<file path="config.mk">
export PLATFORM = sky130hd
export DESIGN_NAME = pending_request_controller
export DESIGN_NICKNAME = d
export VERILOG_FILES = /design/src/rtl/pending_request_pkg.sv /design/src/rtl/lowest_first_encoder.sv /design/src/rtl/pending_request_controller.sv
export SDC_FILE = /design/constraint.sdc
export NUM_CORES = 1
export LEC_CHECK = 0
export BUFFER_PORTS_ARGS = -buffer_cell sky130_fd_sc_hd__buf_2
export CAP_MARGIN = 20
export CORE_UTILIZATION = 45
export DETAILED_ROUTE_END_ITERATION = 10
export GPL_ROUTABILITY_DRIVEN = 1
export PLACE_DENSITY = 0.72
export RECOVER_POWER = 25
export SLEW_MARGIN = 20
export SYNTH_ARGS = -nofsm -noshare
export SYNTH_HDL_FRONTEND = slang
export SYNTH_SLANG_ARGS = --single-unit
</file>
<file path="constraint.sdc">
create_clock -name clk -period 2.05 [get_ports clk]
set_input_delay 0.205 -clock clk [delete_from_list [all_inputs] [get_ports clk]]
set_output_delay 0.205 -clock clk [all_outputs]
set_load 0.03 [all_outputs]
</file>
<file path="src/rtl/pending_request_pkg.sv">
// ---------------------------------------------------------------------------
// pending_request_pkg
//   Shared types and helpers for the pending request controller slice.
//   - state_e : offer state machine encoding (IDLE, OFFER)
//   - IDX_W() : width of a line index for an N-line request vector
// ---------------------------------------------------------------------------
package pending_request_pkg;

  typedef enum logic {
    IDLE  = 1'b0,
    OFFER = 1'b1
  } state_e;

  // Number of bits needed to name one of n request lines.
  function automatic int IDX_W(input int n);
    return $clog2(n);
  endfunction

endpackage

</file>
<file path="src/rtl/lowest_first_encoder.sv">
// ---------------------------------------------------------------------------
// lowest_first_encoder
//   Combinational priority encoder: bit 0 has the highest priority.
//   Ports:
//     cand [N-1:0]      : candidate vector
//     idx  [IDX_W(N)-1:0]: index of the lowest set bit of cand (0 if none)
//     any               : cand has at least one bit set
// ---------------------------------------------------------------------------
module lowest_first_encoder
  import pending_request_pkg::*;
#(
  parameter int N = 4
) (
  input  logic [N-1:0]          cand,
  output logic [IDX_W(N)-1:0]   idx,
  output logic                  any
);

  localparam int IW = IDX_W(N);

  // Scan from the top down so the last hit, the lowest index, wins.
  always_comb begin
    idx = '0;
    any = 1'b0;
    for (int i = N - 1; i >= 0; i--) begin
      if (cand[i]) begin
        idx = IW'(i);
        any = 1'b1;
      end
    end
  end

endmodule

</file>
<file path="src/rtl/pending_request_controller.sv">
// ---------------------------------------------------------------------------
// pending_request_controller
//   Captures N request lines into a sticky pending register, masks them and
//   offers the lowest-index unmasked pending line over valid/ready.
//   Parameters:
//     N    : number of request lines (power of two, >= 2)
//     EDGE : 1 = capture rising edges of req_in, 0 = capture levels
//   Ports:
//     clk       : clock, rising edge
//     rst_n     : asynchronous active-low reset
//     req_in    : raw request lines
//     mask      : 1 = line excluded from selection (still captured)
//     out_ready : consumer accepts the offered index
//     out_valid : index offer valid
//     out_idx   : offered line index (held while out_valid is low)
//     pending   : current pending register
//     overflow  : one-cycle pulse when a capture hits an already-pending bit
// ---------------------------------------------------------------------------
module pending_request_controller
  import pending_request_pkg::*;
#(
  parameter int N    = 4,
  parameter bit EDGE = 1'b1
) (
  input  logic                  clk,
  input  logic                  rst_n,
  input  logic [N-1:0]          req_in,
  input  logic [N-1:0]          mask,
  input  logic                  out_ready,
  output logic                  out_valid,
  output logic [IDX_W(N)-1:0]   out_idx,
  output logic [N-1:0]          pending,
  output logic                  overflow
);

  localparam int IW = IDX_W(N);

  state_e          state_q, state_d;
  logic [N-1:0]    req_q;
  logic [N-1:0]    pending_q, pending_d;
  logic            out_valid_q, out_valid_d;
  logic [IW-1:0]   out_idx_q, out_idx_d;
  logic            overflow_q, overflow_d;

  logic [N-1:0]    set;
  logic [N-1:0]    clr;
  logic [N-1:0]    cand;
  logic            accept;
  logic [IW-1:0]   enc_idx;
  logic            enc_any;

  // req_q starts at zero, so a line already high at reset release is seen
  // as a fresh edge in edge mode.
  always_comb begin
    set = EDGE ? (req_in & ~req_q) : req_in;
  end

  assign accept = out_valid_q & out_ready;
  assign cand   = pending_q & ~mask;

  // Clear only the offered bit, and only on the accept cycle.
  always_comb begin
    clr = '0;
    for (int i = 0; i < N; i++) begin
      if (accept && (out_idx_q == IW'(i))) begin
        clr[i] = 1'b1;
      end
    end
  end

  // Set is ORed in after the clear, so a same-cycle set keeps the bit.
  always_comb begin
    pending_d  = (pending_q & ~clr) | set;
    overflow_d = EDGE && (|(set & pending_q & ~clr));
  end

  lowest_first_encoder #(
    .N (N)
  ) u_encoder (
    .cand (cand),
    .idx  (enc_idx),
    .any  (enc_any)
  );

  // Offer FSM: an offer, once made, is held unchanged until accepted.
  always_comb begin
    state_d     = state_q;
    out_valid_d = out_valid_q;
    out_idx_d   = out_idx_q;
    unique case (state_q)
      IDLE: begin
        if (enc_any) begin
          out_idx_d   = enc_idx;
          out_valid_d = 1'b1;
          state_d     = OFFER;
        end else begin
          out_valid_d = 1'b0;
        end
      end
      OFFER: begin
        if (out_ready) begin
          out_valid_d = 1'b0;
          state_d     = IDLE;
        end
      end
      default: begin
        out_valid_d = 1'b0;
        state_d     = IDLE;
      end
    endcase
  end

  always_ff @(posedge clk or negedge rst_n) begin
    if (!rst_n) begin
      state_q     <= IDLE;
      req_q       <= '0;
      pending_q   <= '0;
      out_valid_q <= 1'b0;
      out_idx_q   <= '0;
      overflow_q  <= 1'b0;
    end else begin
      state_q     <= state_d;
      req_q       <= req_in;
      pending_q   <= pending_d;
      out_valid_q <= out_valid_d;
      out_idx_q   <= out_idx_d;
      overflow_q  <= overflow_d;
    end
  end

  assign out_valid = out_valid_q;
  assign out_idx   = out_idx_q;
  assign pending   = pending_q;
  assign overflow  = overflow_q;

endmodule
</file>
==> results.cfg <==
[outcome]
status = finished clean

[timing]
tns_ns = 0
finalWorstSetupSlack_ns = 0.8374
post-route-min-period_ns = 1.213
hold_viol_final = 0
tightest_slew_ns = 0.6980
relSlewSlack_pct = 53.47
rsz0062_at_grt = no
finalCritPeriodShare_pct = 59.15
final_max_slew_viol_count = 0
holdWs_ns = 0.05024
clock.fmax_mhz = 824.7
fin_worst_skew_ns = 0.0004760
setup_viol = 0

[clock_network]
cts_buffers = 3
cts_tree = yes
clk_latency_ns = 0.27
cts_resized = 0
clock_sinks = 13
ctsHtreeMaxLevel = 1
cts-root-buf = clkbuf_4
clkSlewWorstSetupHoldPaths_ns = 0.07
cts_setup_buffers = 0
cts_buffer_depth = 2

[worst_hold_path]
hp-class = primary input to flop

[setup_path]
crit_buf_inv = 0
max_stage_delay_ns = 0.44
path_max_fanout = 7
cp.required_ns = 2.20
crit_family = flip-flops
path_cells = and4b_1, o32ai_2, o221ai_2
crit_slowest_cell = dfrtp_1
crit_type = flop to flop
critPathArrivalTime_ns = 1.36
cp-end-kind = flop
start_kind = flop

[finish]
multiInputGateArea_um2 = 241.5
n_fill_cell = 95
drive_gt1_share_pct = 29.73
ff_latch_area_um2 = 325.3
num-nets-final = 86
insertedDiodeCount = 0
syn_to_final_growth_pct = 23.93

[die]
ios = 19
coreArea_um2 = 1156
die-area_um2 = 1449
initial_core_util_pct = 50.65
rows = 12
die_h_um = 38.07
fp.dieW_um = 38.07

[power_and_ir_drop]
cellLeakagePower_nw = 0.3292
ir_worst_vdd_mv = 0.6344
p_per_area_nw_per_um2 = 1209

[yosys]
synthFlopType = dfrtp_1
yosys.area.top_type = dfrtp_1
synth-simple-area-share_pct = 20.51
synth_nets = 62
yosys-mux-area-fraction_pct = 1.709
synth_cell_types = 21
netlist_top_cells_count = dfrtp_1, o21ai_0, inv_1
yosysMostFrequentCell = dfrtp_1
synthTopCellsByArea = dfrtp_1, o21ai_0, nor2b_1, inv_1, nand2b_1
syn-cell-area_um2 = 585.6
synthAdderAreaFrac_pct = 0
synth_compound_gate_area_share_pct = 19.02
synthArstFlopShare_pct = 100.0
avgSynthCellArea_um2 = 11.48
synth_top_family_by_area = simple AND/OR/NAND/NOR gates
yosysSeqAreaShare_pct = 55.56
ys_seq_elements = 13
syn_inst = 51
yosys_warnings = 0
synth.top_cell.area_share_pct = 55.56
synth_edf_count = 0
synthXorXnorAreaFrac_pct = 0

[global_routing]
grt_pass1_vias = 429
grtUsageTotal_pct = 19.40
grt_pass1_wl_um = 1856
antenna_found_initial = 0
grt_max_degree = 14
grt_overflow_total = 0

[detailed_routing]
via_per_inst = 5.216
first_pass_iters = 4
totalWireLength_um = 1120
drtIter0Drc = 5
dr_total_vias = 459
drcViolationCount = 0
wl_per_cell_um = 12.73
antenna_left = 0

[placed_design]
gp_congestion = 0.7437
post-place-ws_ns = 0.8596
io_buffers = 18
hpwl_um = 887.8

[run]
cap_violations = 0
-- layer usage --
| layer | vias to the layer above | wire length (um) | global-route usage [%] |
|---|---|---|---|
| met1 | 213 | 519 | 23.55 |
| met3 | 5 | 59 | 5.233 |
| li1 | 226 | - | - |
| met4 | 0 | 25 | 10.71 |
| met5 | - | 0 | 0 |
| met2 | 15 | 516 | 30.93 |
-- cell families after synthesis --
group                  after synthesis
AOI/OAI and AO/OA                   15
buffers and inverters                5
DFF                                 13
muxes                                1
and+or+nand+nor                     17
-- sequential cells by signal, summed over array words and instances (netlist names) --
signal,cells
overflow,1
state_q,1
out_valid,1
req_q,4
out_idx,2
pending,4
-- area by class of cell --
cell class | count | share of cell area [%]
multi-input combinational | 33 | 33.28
tap | 14 | 2.414
inverter | 5 | 2.586
clock buffer | 3 | 3.103
sequential | 13 | 44.83
clock inverter | 1 | 0.6897
timing repair buffer | 19 | 13.10
-- cells in the final DEF (no fill, tap or decap), drive strengths merged, types with 2 or more instances in the layout --
cell,Yosys,routed
buf,0,14
o21ai,7,7
o31ai,2,2
inv,5,5
nor2b,4,4
nand2b,3,3
clkbuf,0,7
nand2,3,3
and3b,2,2
dfrtp,13,13
-- what timing repair did --
action / 4_1_cts / 5_1_grt
endpoints found under the hold margin: 13 / 0
setup endpoints to repair: 0 / 0
hold buffers: 1 / 0
-- where the power goes --
part | total, mW | leakage, nW | internal [mW] | switching, mW
Sequential | 0.383 | 0.143 | 0.319 | 0.0642
Combinational | 0.341 | 0.169 | 0.119 | 0.222
Clock | 0.154 | 0.0177 | 0.0724 | 0.0812
Total | 0.877 | 0.329 | 0.510 | 0.367
-- metrics by stage --
step | total power, mW | utilization, % | cell area (um^2) | std cells
floorplan | 0.6174 | - | 585.6 | 51
global placement | 0.7232 | 59.96 | 693.2 | 83
detailed placement | 0.7300 | 59.96 | 693.2 | 83
CTS | 0.8856 | 63.20 | 730.7 | 88
global route | 0.9333 | 62.77 | 725.7 | 88
finish | 0.8772 | 62.77 | 725.7 | 88
-- path summary, 6_finish.rpt --
path / from / to / slack, ns / depth (start not counted)
worst max-delay path: out_idx[0]$_DFFE_PN0P_ / overflow$_DFF_PN0_ / 0.84 / 3
worst min-delay path: req_in[1] / req_q[1]$_DFF_PN0_ / 0.05 / 1
worst max register to register: out_idx[0]$_DFFE_PN0P_ / overflow$_DFF_PN0_ / 0.84 / 3
worst min register to register: req_q[2]$_DFF_PN0_ / pending[2]$_DFF_PN0_ / 0.48 / 1
max in group asynchronous: rst_n / pending[2]$_DFF_PN0_ / 1.13 / 2
min in group asynchronous: rst_n / out_idx[1]$_DFFE_PN0P_ / 0.48 / 2
Power figures use the tool's default switching activity.
